<file path="config.mk">
export PLATFORM = sky130hd
export DESIGN_NAME = msk_demux_pipe
export DESIGN_NICKNAME = d
export VERILOG_FILES = /design/src/rtl/msk_demux_pipe_pkg.sv /design/src/rtl/msk_demux_slot.sv /design/src/rtl/msk_demux_pipe.sv
export SDC_FILE = /design/constraint.sdc
export NUM_CORES = 1
export LEC_CHECK = 0
export BUFFER_PORTS_ARGS = -buffer_cell sky130_fd_sc_hd__buf_2
export CAP_MARGIN = 20
export CORE_AREA = 2 2 39 41
export DETAILED_ROUTE_END_ITERATION = 6
export DIE_AREA = 0 0 41 43
export HOLD_SLACK_MARGIN = 0.06
export PLACE_DENSITY = 0.4
export SETUP_SLACK_MARGIN = 0.02
export SLEW_MARGIN = 40
export SYNTH_ARGS = -nofsm -noshare
export SYNTH_HDL_FRONTEND = slang
export SYNTH_SLANG_ARGS = --single-unit
</file>
<file path="constraint.sdc">
create_clock -name clk -period 1.16 [get_ports clk]
set_clock_uncertainty 0.1 [all_clocks]
set_input_delay 0.058 -clock clk [delete_from_list [all_inputs] [get_ports clk]]
set_output_delay 0.058 -clock clk [all_outputs]
set_load 0.05 [all_outputs]
</file>
<file path="src/rtl/msk_demux_pipe_pkg.sv">
// msk_demux_pipe_pkg
//   Shared definitions for the masked 1-to-2 demultiplexer.
//   - word_width(): masked bus width (count bits x d shares), using the same
//     share layout as the other masked gadgets.
//   - slot_state_e: output slot state encoding (EMPTY = 0, FULL = 1).
package msk_demux_pipe_pkg;

  typedef enum logic {
    SLOT_EMPTY = 1'b0,
    SLOT_FULL  = 1'b1
  } slot_state_e;

  function automatic int word_width(input int count, input int d);
    return count * d;
  endfunction

endpackage

</file>
<file path="src/rtl/msk_demux_slot.sv">
// msk_demux_slot
//   One-deep registered buffer for a masked word, with a load/drain handshake.
//   Shares are only stored and forwarded, never combined.
//   Optional build macro: MSK_DEMUX_CLEAR_ON_DRAIN_EN. When it is defined, a
//   slot that empties also zeroes its data register so consumed shares do not
//   linger on the output bus.
// Ports:
//   clk, rst_n      clock, async active-low reset
//   load_i          write data_i this cycle (caller only asserts when accept_o)
//   data_i          masked word to store
//   ready_i         downstream consumer accepts the held word
//   accept_o        slot can take a word this cycle (empty or draining)
//   valid_o         slot holds a word (registered)
//   data_o          held masked word (registered)
//
// state      | meaning
// -----------+-------------------------------------------
// SLOT_EMPTY | no word held, valid_o = 0
// SLOT_FULL  | word held in data_q, valid_o = 1
module msk_demux_slot
  import msk_demux_pipe_pkg::*;
#(
  parameter int d     = 1,
  parameter int count = 1
) (
  input  logic                             clk,
  input  logic                             rst_n,
  input  logic                             load_i,
  input  logic [word_width(count, d)-1:0]  data_i,
  input  logic                             ready_i,
  output logic                             accept_o,
  output logic                             valid_o,
  output logic [word_width(count, d)-1:0]  data_o
);

  localparam int W = word_width(count, d);

  slot_state_e    state_q, state_d;
  logic [W-1:0]   data_q, data_d;

  always_ff @(posedge clk or negedge rst_n) begin
    if (!rst_n) begin
      state_q <= SLOT_EMPTY;
      data_q  <= '0;
    end else begin
      state_q <= state_d;
      data_q  <= data_d;
    end
  end

  always_comb begin
    state_d = state_q;
    data_d  = data_q;
    case (state_q)
      SLOT_EMPTY: begin
        if (load_i) begin
          state_d = SLOT_FULL;
          data_d  = data_i;
        end
      end
      SLOT_FULL: begin
        if (load_i) begin
          // drain and refill in the same cycle: stays FULL
          data_d = data_i;
        end else if (ready_i) begin
          state_d = SLOT_EMPTY;
`ifdef MSK_DEMUX_CLEAR_ON_DRAIN_EN
          data_d  = '0;
`else
          data_d  = data_q;
`endif
        end
      end
    endcase
  end

  assign valid_o  = (state_q == SLOT_FULL);
  assign data_o   = data_q;
  assign accept_o = (state_q == SLOT_EMPTY) || ready_i;

endmodule

</file>
<file path="src/rtl/msk_demux_pipe.sv">
// msk_demux_pipe
//   Registered 1-to-2 demultiplexer for masked share buses. One input word is
//   steered to the true or false channel by a non-sensitive select; each
//   channel has a one-deep output slot with valid/ready. Outputs come only
//   from slot registers. Optional build macro: MSK_DEMUX_CLEAR_ON_DRAIN_EN
//   (see msk_demux_slot).
// Ports:
//   clk, rst_n                       clock, async active-low reset
//   in_valid, in_ready, in_sel       input handshake and route select
//   in_data                          masked input word (count*d bits)
//   out_true_valid/ready/data        true channel (in_sel = 1)
//   out_false_valid/ready/data       false channel (in_sel = 0)
module msk_demux_pipe
  import msk_demux_pipe_pkg::*;
#(
  parameter int d     = 1,
  parameter int count = 1
) (
  input  logic                             clk,
  input  logic                             rst_n,
  input  logic                             in_valid,
  output logic                             in_ready,
  input  logic                             in_sel,
  input  logic [word_width(count, d)-1:0]  in_data,
  output logic                             out_true_valid,
  input  logic                             out_true_ready,
  output logic [word_width(count, d)-1:0]  out_true_data,
  output logic                             out_false_valid,
  input  logic                             out_false_ready,
  output logic [word_width(count, d)-1:0]  out_false_data
);

  logic true_accept, false_accept;
  logic load_true, load_false;

  // in_ready only looks at the selected slot, so back-pressure on one
  // channel never stalls words routed to the other one
  assign in_ready   = in_sel ? true_accept : false_accept;
  assign load_true  = in_valid & in_ready & in_sel;
  assign load_false = in_valid & in_ready & ~in_sel;

  msk_demux_slot #(.d(d), .count(count)) u_slot_true (
    .clk      (clk),
    .rst_n    (rst_n),
    .load_i   (load_true),
    .data_i   (in_data),
    .ready_i  (out_true_ready),
    .accept_o (true_accept),
    .valid_o  (out_true_valid),
    .data_o   (out_true_data)
  );

  msk_demux_slot #(.d(d), .count(count)) u_slot_false (
    .clk      (clk),
    .rst_n    (rst_n),
    .load_i   (load_false),
    .data_i   (in_data),
    .ready_i  (out_false_ready),
    .accept_o (false_accept),
    .valid_o  (out_false_valid),
    .data_o   (out_false_data)
  );

endmodule

</file>
==> results of run 1 <==
## metal layers
| layer | global-route usage, % | vias to the layer above |
|---|---|---|
| met5 | 0 | - |
| met4 | 6.00 | 0 |
| met3 | 5.24 | 0 |
| met2 | 9.69 | 13 |
| met1 | 6.80 | 87 |
| li1 | - | 95 |
## worst min-delay path, stage by stage
cell and delay [ns]:
buf_2 0.10, nor2b_4 0.05, nand2b_1 0.13
## final cells by class
type,count,area [um^2],share of cell area (%)
sequential,4,103,25.5
multi-input combinational,11,124,30.8
tap,16,20.0,4.98
inverter,1,3.75,0.935
clock buffer,3,22.5,5.61
timing repair buffer,18,129,32.1
## synth_stat cells
cell	instances	area share [%]
mux2_4	2	14
nand2b_4	1	6.4
nand2_2	1	2.9
nor2_1	1	1.8
dfrtp_1	4	47
a21oi_1	1	2.3
nor2_2	1	2.9
nand3b_4	1	9.4
nand2b_1	1	2.9
inv_1	1	1.8
o21ai_0	1	2.3
nor2b_4	1	6.4
## report_power, final
| group | switching (W) | internal (W) |
|---|---|---|
| registers | 0.0000119 | 0.000160 |
| clock network | 0.0000591 | 0.000116 |
| logic | 0.000118 | 0.0000765 |
## logic make-up after synthesis
logic type / Yosys count / share of synthesized area [%]
AND/OR/NAND/NOR: 7 / 32.7
AO/OA/AOI/OAI: 2 / 4.67
buffers and inverters: 1 / 1.75
flip-flops: 4 / 46.8
multiplexers: 2 / 14.0
## worst max path at each step
stage,startpoint,slack [ns],to
2_1_floorplan,u_slot_true.valid_o,-0.13,u_slot_true.data_o
3_3_place_gp,u_slot_true.valid_o,0.04,u_slot_true.data_o
3_5_place_dp,u_slot_true.valid_o,0.03,u_slot_true.data_o
4_1_cts,u_slot_false.valid_o,-0.06,in_ready
5_1_grt,u_slot_false.valid_o,-0.07,in_ready
6_report,u_slot_false.valid_o,-0.04,in_ready
## cell usage in the layout (no fill, tap or decap)
| master | instances |
|---|---|
| buf_6 | 1 |
| mux2_4 | 2 |
| a21oi_4 | 1 |
| buf_4 | 1 |
| nand3b_4 | 1 |
| dfrtp_2 | 2 |
| buf_2 | 10 |
| nor2b_4 | 1 |
| nand2b_4 | 1 |
| dlygate4sd3_1 | 6 |
| dfrtp_1 | 2 |
| clkbuf_4 | 3 |
| nand2_2 | 1 |
| nand2b_1 | 1 |
| inv_1 | 1 |
| nor2_2 | 2 |
| o21ai_0 | 1 |
## per-stage QoR
| step | utilization [%] | area, um^2 | TNS [ns] |
|---|---|---|---|
| 3_3_place_gp | 21.9 | 303 | 0 |
| 4_1_cts | 28.3 | 392 | -0.0865 |
| 2_1_floorplan | - | 228 | -0.188 |
| 5_1_grt | 29.0 | 402 | -0.129 |
| 6_report | 29.0 | 402 | -0.0705 |
| 3_5_place_dp | 21.9 | 303 | 0 |
## what timing repair did
item	4_1_cts	5_1_grt
setup endpoints to repair	1	3
hold endpoints to repair	8	2
buffers inserted	1	0
pin swaps	1	0
hold buffers	5	1
resized for setup	3	0
## registers in the layout (all words and copies together) (netlist names)
| signal | count |
|---|---|
| u_slot_false.data_o | 1 |
| u_slot_true.valid_o | 1 |
| u_slot_false.valid_o | 1 |
| u_slot_true.data_o | 1 |
==> flow_metrics.py, run 1 <==
metrics = {
    "outcome": {
        "run_status": "finished, violations left",
        "failed_checks": "negative setup slack",
    },
    "route": {
        "route.detailed.vias_per_inst": 3.68,
        "total_routed_wirelength_um": 513,
        "detailedRoute.firstPassIterationCount": 1,
        "routed.top_layer": "met3",
        "drt-met1-wl_um": 217,
        "drt_drc_violations_left": 0,
        "met2_wirelength_um": 224,
        "vias": 195,
        "drtAntennaViolNets": 0,
        "detailroute.wirelength.met3_um": 71,
        "drt-initial-drc-count": 0,
        "routed_wire_length_per_instance_um": 9.68,
    },
    "synth": {
        "avgSynthCellArea_um2": 13.4,
        "synthesis.yosys.warnings": 0,
        "synth_sequential_area_ratio_pct": 46.8,
        "flip_flop_and_latch_count_after_synthesis": 4,
        "syn_inst": 16,
        "nets_in_the_synthesized_netlist": 23,
        "yosysUniqueCellTypes": 12,
        "synth.cell_area_um2": 214,
    },
    "sta": {
        "rsz_0062_raised_after_global_routing": "true",
        "timing.slew.headroom_pct": 83.4,
        "setup_viol": 2,
        "tightest_slew_ns": 0.251,
        "max_freq_ghz": 0.830,
        "number_of_max_slew_violations_in_the_final_report": 0,
        "finalWorstPathRequiredPeriod_ns": 1.20,
        "hold_viol_final": 0,
        "holdWs_ns": 0.0421,
        "finalCritPeriodShare_pct": 104,
        "post-route-worst-setup-slack_ns": -0.0449,
    },
    "worst_setup_path": {
        "crit_slowest_cell": "dfrtp_2",
        "origin_of_the_critical_flop_to_flop_path": "u_slot_false.valid_o",
        "critPathKind": "reg -> out",
        "startpoint_type": "flop",
        "critPathArrivalTime_ns": 1.05,
        "cp_slowest_stage_delay_ns": 0.42,
        "worst-r2r-cell-count": 4,
        "reg2reg_setup_slack_ns": -0.03,
        "required_time_of_the_worst_setup_path_ns": 1.00,
        "critical_path_buf_inv_count": 1,
        "crit_path_end_kind": "output pin",
        "logic_depth_of_the_worst_path_buffers_included": 4,
        "timing.critical_path.fanout_max": 2,
        "worst_path_dominant_cell_family": "flip-flops",
        "cp_cell_sequence": "nand2b_4 -> nor2_2 -> a21oi_4 -> buf_6",
        "r2r_end": "u_slot_false.data_o",
    },
    "cells_and_area": {
        "num-fill-cells": 155,
        "final_layout_size_suffix_gt1_share_pct": 70.3,
        "nets": 46,
        "instances_no_fill": 53,
        "n_antenna_cell": 0,
        "syn_to_final_growth_pct": 87.7,
    },
    "hold_path": {
        "hold_start": "out_true_ready",
        "hold-path-endpoint": "u_slot_true.valid_o",
        "worstHoldPathCells": 3,
        "hp-class": "in -> reg",
    },
    "place": {
        "gp_routability_congestion": 0.671,
        "dpl_worst_slack_ns": 0.0283,
        "detailed_place_hpwl_um": 363,
        "place_inst": 43,
        "port_buffers": 11,
    },
    "global_route": {
        "wire_length_of_the_first_global_routing_pass_um": 772,
        "largest_net_degree_at_the_start_of_global_routing": 6,
        "via_count_of_the_first_global_routing_pass": 219,
        "gr-total-overflow": 0,
        "grt_antenna_before_repair": 0,
        "globalRouteTotalUtil_pct": 7.14,
    },
    "floorplanning": {
        "dieWidth_um": 41,
        "initial_utilization_pct": 15.5,
        "boundaryPins": 12,
        "core_region_area_mm2": 0.00138,
        "die_h_um": 43,
        "placement_rows": 14,
        "design.die.area_mm2": 0.00176,
    },
    "clocking": {
        "clk-insertion-delay-late_ns": 0.23,
        "clk_pin_slew_ns": 0.04,
        "clock-sinks": 4,
        "cts.htree.levels": 1,
        "clock-root-buffer": "clkbuf_4",
        "cts_tree": "built",
        "cts_made_buffers": 3,
        "clock_path_buffers": 2,
    },
    "pwr": {
        "power_total_w": 0.000542,
        "peakVddDrop_mv": 0.462,
        "power_leakage_nw": 0.197,
        "power_density_mw_per_mm2": 1350,
    },
    "job": {
        "timing.max_cap.violations": 0,
    },
}
(Power assumes the default switching activity.)
==> run 2, diff against run 1 <==
CORE_AREA = 3 3 40 42   (was 2 2 39 41)
DIE_AREA = 0 0 43 45   (was 0 0 41 43)
==> run 2 against run 1 <==
The flow still finishes with violations (negative setup slack); combinational power about the same; first-iteration DRC count unchanged; sequential cell count unchanged; critical path type unchanged; critical endpoint unchanged; highest routed layer unchanged; utilization up 2.5 points; wire length down 5.1%; power down 1.4%.
==> flow_metrics.py, run 2 (synthesis results as in run 1) <==
metrics = {
    "sta": {
        "max_freq_ghz": 0.824,
        "accumulated_negative_setup_slack_ns": -0.101,
        "number_of_max_slew_violations_in_the_final_report": 0,
        "tightest_slew_ns": 0.249,
        "finalWorstPathRequiredPeriod_ns": 1.21,
        "post-route-worst-setup-slack_ns": -0.0542,
        "rsz_0062_raised_after_global_routing": "true",
        "setup_viol": 2,
        "timing.slew.headroom_pct": 83.5,
        "finalCritPeriodShare_pct": 105,
        "hold_viol_final": 0,
    },
    "place": {
        "detailed_place_hpwl_um": 354,
        "place_inst": 42,
        "port_buffers": 11,
        "gp_routability_congestion": 0.644,
    },
    "worst_setup_path": {
        "critPathKind": "reg -> out",
        "crit_path_end_kind": "output pin",
        "required_time_of_the_worst_setup_path_ns": 1.00,
        "worst-r2r-cell-count": 4,
        "startpoint_type": "flop",
        "timing.critical_path.fanout_max": 2,
        "critPathArrivalTime_ns": 1.06,
    },
    "floorplanning": {
        "placement_rows": 13,
        "core_region_area_mm2": 0.00128,
        "dieWidth_um": 43,
        "boundaryPins": 12,
        "design.die.area_mm2": 0.00194,
        "die_h_um": 45,
        "initial_utilization_pct": 16.7,
    },
    "route": {
        "drt_drc_violations_left": 0,
        "total_routed_wirelength_um": 487,
        "detailedRoute.firstPassIterationCount": 1,
        "routed_wire_length_per_instance_um": 9.37,
        "drt-initial-drc-count": 0,
        "drtAntennaViolNets": 0,
        "vias": 183,
        "route.detailed.vias_per_inst": 3.52,
    },
    "cells_and_area": {
        "final_layout_size_suffix_gt1_share_pct": 70.3,
        "syn_to_final_growth_pct": 89.5,
        "mostFrequentLayoutCells": "buf_2 (10), dlygate4sd3_1 (6), clkbuf_4 (3)",
        "instances_no_fill": 52,
        "n_antenna_cell": 0,
        "num-fill-cells": 143,
        "layout.cells.most_common": "buf_2",
        "layout.area.seq_um2": 103,
        "nets": 46,
        "multiInputGateArea_um2": 129,
    },
    "outcome": {
        "failed_checks": "negative setup slack",
        "run_status": "finished, violations left",
    },
    "clocking": {
        "clk_pin_slew_ns": 0.04,
        "clock-sinks": 4,
        "clock_path_buffers": 2,
        "postCtsHoldBufs": 6,
        "cts_made_buffers": 3,
        "clk-insertion-delay-late_ns": 0.23,
        "cts.htree.levels": 1,
        "cts_tree": "built",
        "clock-root-buffer": "clkbuf_4",
    },
    "global_route": {
        "globalRouteTotalUtil_pct": 7.10,
        "grt_antenna_before_repair": 0,
        "via_count_of_the_first_global_routing_pass": 210,
        "gr-total-overflow": 0,
        "largest_net_degree_at_the_start_of_global_routing": 6,
        "wire_length_of_the_first_global_routing_pass_um": 910,
    },
    "pwr": {
        "intPower_w": 0.000353,
        "comb_power_share_pct": 36.7,
        "peakVddDrop_mv": 0.357,
        "power_density_mw_per_mm2": 1320,
        "switching_share_pct": 34.0,
        "power.sequential.fraction_pct": 32.1,
        "share_of_power_burned_in_the_clock_network_pct": 31.2,
        "p_switching_w": 0.000182,
        "power_leakage_nw": 0.197,
    },
    "hold_path": {
        "hp-class": "in -> reg",
        "worstHoldPathCells": 3,
    },
    "job": {
        "timing.max_cap.violations": 0,
    },
}
-- run 2: cell counts in the layout (fill, tap and decap cells not counted) --
Identical to the previous run, type by type.
-- run 2: critical path, cell delays in order, from the launching register on --
cell and delay [ns]:
dfrtp_2 0.42, nand2b_4 0.09, nor2_4 0.04, a21oi_4 0.11
buf_6 0.17
-- run 2: routing by layer --
metal / vias to the layer above / part of all wire [%] / global-route usage (%)
met1: 81 / 41 / 7.79
met3: 0 / 9.0 / 1.99
met2: 8 / 50 / 8.98
met5: - / 0 / 0
met4: 0 / 0 / 10.8
li1: 94 / - / -
-- run 2: area by class of cell --
cell class | count | share of cell area, %
multi-input cells | 11 | 31.8
well taps | 15 | 4.63
flip-flops and latches | 4 | 25.3
clock buffers | 3 | 5.56
repair buffers | 18 | 31.8
inverters | 1 | 0.926
-- run 2: timing repair --
item	in CTS	in global routing
buffers inserted	1	0
setup endpoints to repair	1	3
pin swaps	1	0
endpoints found under the hold margin	8	1
resized for setup	3	1
-- run 2: power groups by stage --
stage / clock network (W) / registers [W] / logic, W
after floorplan: 0 / 0.000241 / 0.0000585
after global placement: 0 / 0.000173 / 0.000172
after detailed placement: 0 / 0.000174 / 0.000172
after CTS: 0.000179 / 0.000172 / 0.000195
after global routing: 0.000194 / 0.000175 / 0.000208
final: 0.000167 / 0.000171 / 0.000196
-- run 2: path summary, 6_finish.rpt --
| kind | slack (ns) | start | to |
|---|---|---|---|
| max | -0.05 | u_slot_false.valid_o | in_ready |
| min | 0.04 | out_true_ready | u_slot_true.valid_o |
| max reg2reg | -0.05 | u_slot_false.valid_o | u_slot_false.data_o |
| min reg2reg | 0.40 | u_slot_false.data_o | u_slot_false.data_o |
| max in group asynchronous | 0.16 | rst_n | u_slot_true.valid_o |
| min in group asynchronous | 0.61 | rst_n | u_slot_false.data_o |
-- run 2: through the flow --
step                      power [W]  hold slack [ns]  worst slack, ns  utilization, %  cell area (um^2)
after floorplan            0.000300           -0.338           -0.129               -               228
after global placement     0.000344           -0.232           0.0241            23.5               302
after detailed placement   0.000345           -0.232           0.0310            23.5               302
after CTS                  0.000546           0.0359          -0.0575            31.2               400
after global routing       0.000577           0.0505           -0.111            31.5               405
final                      0.000534           0.0444          -0.0542            31.5               405
==> run 3, diff against run 2 <==
PLACE_DENSITY = 0.38   (was 0.4)
SYNTH_HIERARCHICAL = 1   (was unset)
==> run 3 against run 2 <==
Area after synthesis down 9.9%; first-iteration DRC count unchanged; wire length up 6.4%; the run still ends with negative setup slack left; cell area up 3.1%; maximum frequency down 10%; synthesized cell count down 19%; via count up 1.6%.
==> flow_metrics.py, run 3 <==
metrics = {
    "place": {
        "dpl_worst_slack_ns": -0.0481,
        "port_buffers": 11,
        "gp_routability_congestion": 0.581,
        "detailed_place_hpwl_um": 385,
    },
    "global_route": {
        "grt_most_used_layer": "met2",
        "wire_length_of_the_first_global_routing_pass_um": 917,
        "fraction_of_met3_tracks_used_by_global_routing_pct": 1.20,
        "grt_antenna_before_repair": 0,
        "grt_use_met1_pct": 6.08,
        "via_count_of_the_first_global_routing_pass": 226,
        "global_routing_met2_resource_utilization_pct": 12.0,
        "gr-total-overflow": 0,
        "largest_net_degree_at_the_start_of_global_routing": 4,
        "globalRouteTotalUtil_pct": 6.68,
    },
    "sta": {
        "max_freq_ghz": 0.741,
        "rsz_0062_raised_after_global_routing": "true",
        "finalCritPeriodShare_pct": 116,
        "setup_viol": 3,
        "number_of_max_slew_violations_in_the_final_report": 0,
        "finalWorstPathRequiredPeriod_ns": 1.35,
        "post-route-worst-setup-slack_ns": -0.190,
        "timing.slew.headroom_pct": 82.8,
        "hold_viol_final": 0,
        "holdWs_ns": 0.134,
        "tightest_slew_ns": 0.260,
    },
    "synth": {
        "synth.cell_area_um2": 193,
        "avgSynthCellArea_um2": 14.8,
        "ys_async_sr_fraction_pct": 100,
        "top_cell_type_by_total_area_after_synthesis": "dfrtp_1",
        "flip_flop_and_latch_count_after_synthesis": 4,
        "synth.top_cells.by_count": "dfrtp_1 (4), mux2_4 (3), nand2b_1 (2), nand2b_2 (2)",
        "syn_inst": 13,
        "synth_sequential_area_ratio_pct": 51.9,
        "post-synth-top-count-cell": "dfrtp_1",
        "primary_flip_flop_cell_chosen_by_synthesis_mapping": "dfrtp_1",
        "yosysUniqueCellTypes": 6,
        "synth-edff-count": 0,
        "synthesis.yosys.warnings": 6,
        "synth_area_leaders": "dfrtp_1 (52%), mux2_4 (23%), nand2b_2 (9.1%)",
        "yosys.area.top_type_share_pct": 51.9,
        "nets_in_the_synthesized_netlist": 20,
    },
    "clocking": {
        "cts_tree": "built",
        "clock-root-buffer": "clkbuf_4",
        "clock_path_buffers": 2,
        "clk_pin_slew_ns": 0.04,
        "cts.htree.levels": 1,
        "clk-insertion-delay-late_ns": 0.24,
        "cts_made_buffers": 3,
        "clock-sinks": 4,
    },
    "pwr": {
        "intPower_w": 0.000387,
        "power_leakage_nw": 0.214,
        "comb_power_share_pct": 37.5,
        "share_of_power_burned_in_the_clock_network_pct": 32.0,
        "power_density_mw_per_mm2": 1390,
        "power.sequential.fraction_pct": 30.5,
        "p_switching_w": 0.000192,
        "peakVddDrop_mv": 0.238,
        "switching_share_pct": 33.2,
    },
    "route": {
        "vias": 186,
        "drtAntennaViolNets": 0,
        "drt-initial-drc-count": 0,
        "route.detailed.vias_per_inst": 3.51,
        "drt_drc_violations_left": 0,
        "routed_wire_length_per_instance_um": 9.77,
        "total_routed_wirelength_um": 518,
        "detailedRoute.firstPassIterationCount": 1,
    },
    "cells_and_area": {
        "layout.cells.most_common": "buf_2",
        "n_antenna_cell": 0,
        "syn_to_final_growth_pct": 117,
        "mostFrequentLayoutCells": "buf_2 (10), buf_4 (5), dlygate4sd3_1 (4)",
        "final_layout_size_suffix_gt1_share_pct": 81.6,
        "nets": 46,
        "num-fill-cells": 140,
    },
    "worst_setup_path": {
        "crit_path_end_kind": "output pin",
        "reg2reg_setup_slack_ns": -0.15,
        "required_time_of_the_worst_setup_path_ns": 1.00,
        "startpoint_type": "flop",
        "timing.critical_path.fanout_max": 2,
        "critPathKind": "reg -> out",
        "critPathArrivalTime_ns": 1.19,
    },
    "floorplanning": {
        "initial_utilization_pct": 15.0,
        "placement_rows": 13,
        "die_h_um": 45,
        "design.die.area_mm2": 0.00194,
        "boundaryPins": 12,
        "dieWidth_um": 43,
        "core_region_area_mm2": 0.00128,
    },
    "hold_path": {
        "hp-class": "in -> reg",
    },
    "outcome": {
        "failed_checks": "negative setup slack",
        "run_status": "finished, violations left",
    },
    "job": {
        "timing.max_cap.violations": 0,
    },
}
run 3: kinds of logic after synthesis:
kind of cell     after synthesis  synth area share (%)
DFF                            4                  52.0
muxes                          3                  23.4
and+or+nand+nor                6                  24.7
run 3: per-stage QoR:
stage | total power (W) | instance area (um^2) | util (%) | TNS [ns] | instances
after detailed placement | 0.000367 | 315 | 24.5 | -0.0741 | 42
after CTS | 0.000586 | 410 | 31.9 | -0.411 | 52
after floorplan | 0.000312 | 219 | - | -0.333 | 13
final | 0.000579 | 418 | 32.5 | -0.376 | 53
after global routing | 0.000618 | 418 | 32.5 | -0.491 | 53
after global placement | 0.000365 | 315 | 24.5 | -0.0432 | 42
run 3: worst max-delay path, stage by stage, from the launching register on:
cell and delay, ns:
dfrtp_2 0.37, nand2b_4 0.06, buf_6 0.10, mux2_4 0.27
buf_8 0.15
run 3: what timing repair did:
action                                  in CTS  in global routing
gates resized for setup                      4                  0
setup buffers                                2                  1
gates cloned                                 0                  0
endpoints found under the hold margin        6                  0
endpoints found under the setup margin       3                  4
hold buffers                                 4                  0
run 3: final timing paths:
kind,end,startpoint,cells past startpoint
setup / recovery,in_ready,u_slot_false/valid_o,4
hold / removal,u_slot_true/valid_o,in_valid,3
setup reg to reg,u_slot_false/data_o,u_slot_false/valid_o,4
hold reg to reg,u_slot_true/data_o,u_slot_true/data_o,1
max in group asynchronous,u_slot_false/valid_o,rst_n,3
min in group asynchronous,u_slot_true/valid_o,rst_n,3
run 3: cell type report:
cell class	count	area [um^2]	area share [%]
timing repair buffer	21	154	36.8
tap	15	18.8	4.49
multi-input combinational	9	116	27.8
clock buffer	4	26.3	6.29
sequential	4	103	24.6
run 3: per-layer routing:
metal  routed length (um)  vias to the layer above  part of all wire, %
li1                     -                       95                    -
met1                  170                       88                   33
met2                  329                        3                   64
met3                   19                        0                  3.7
met4                    0                        0                    0
met5                    0                        -                    0
run 3: power groups by stage:
stage	logic, W	clock network [W]	registers [W]
after global routing	0.000229	0.000209	0.000180
after CTS	0.000215	0.000194	0.000177
final	0.000217	0.000186	0.000177
after floorplan	0.0000622	0	0.000249
after global placement	0.000188	0	0.000177
after detailed placement	0.000188	0	0.000179
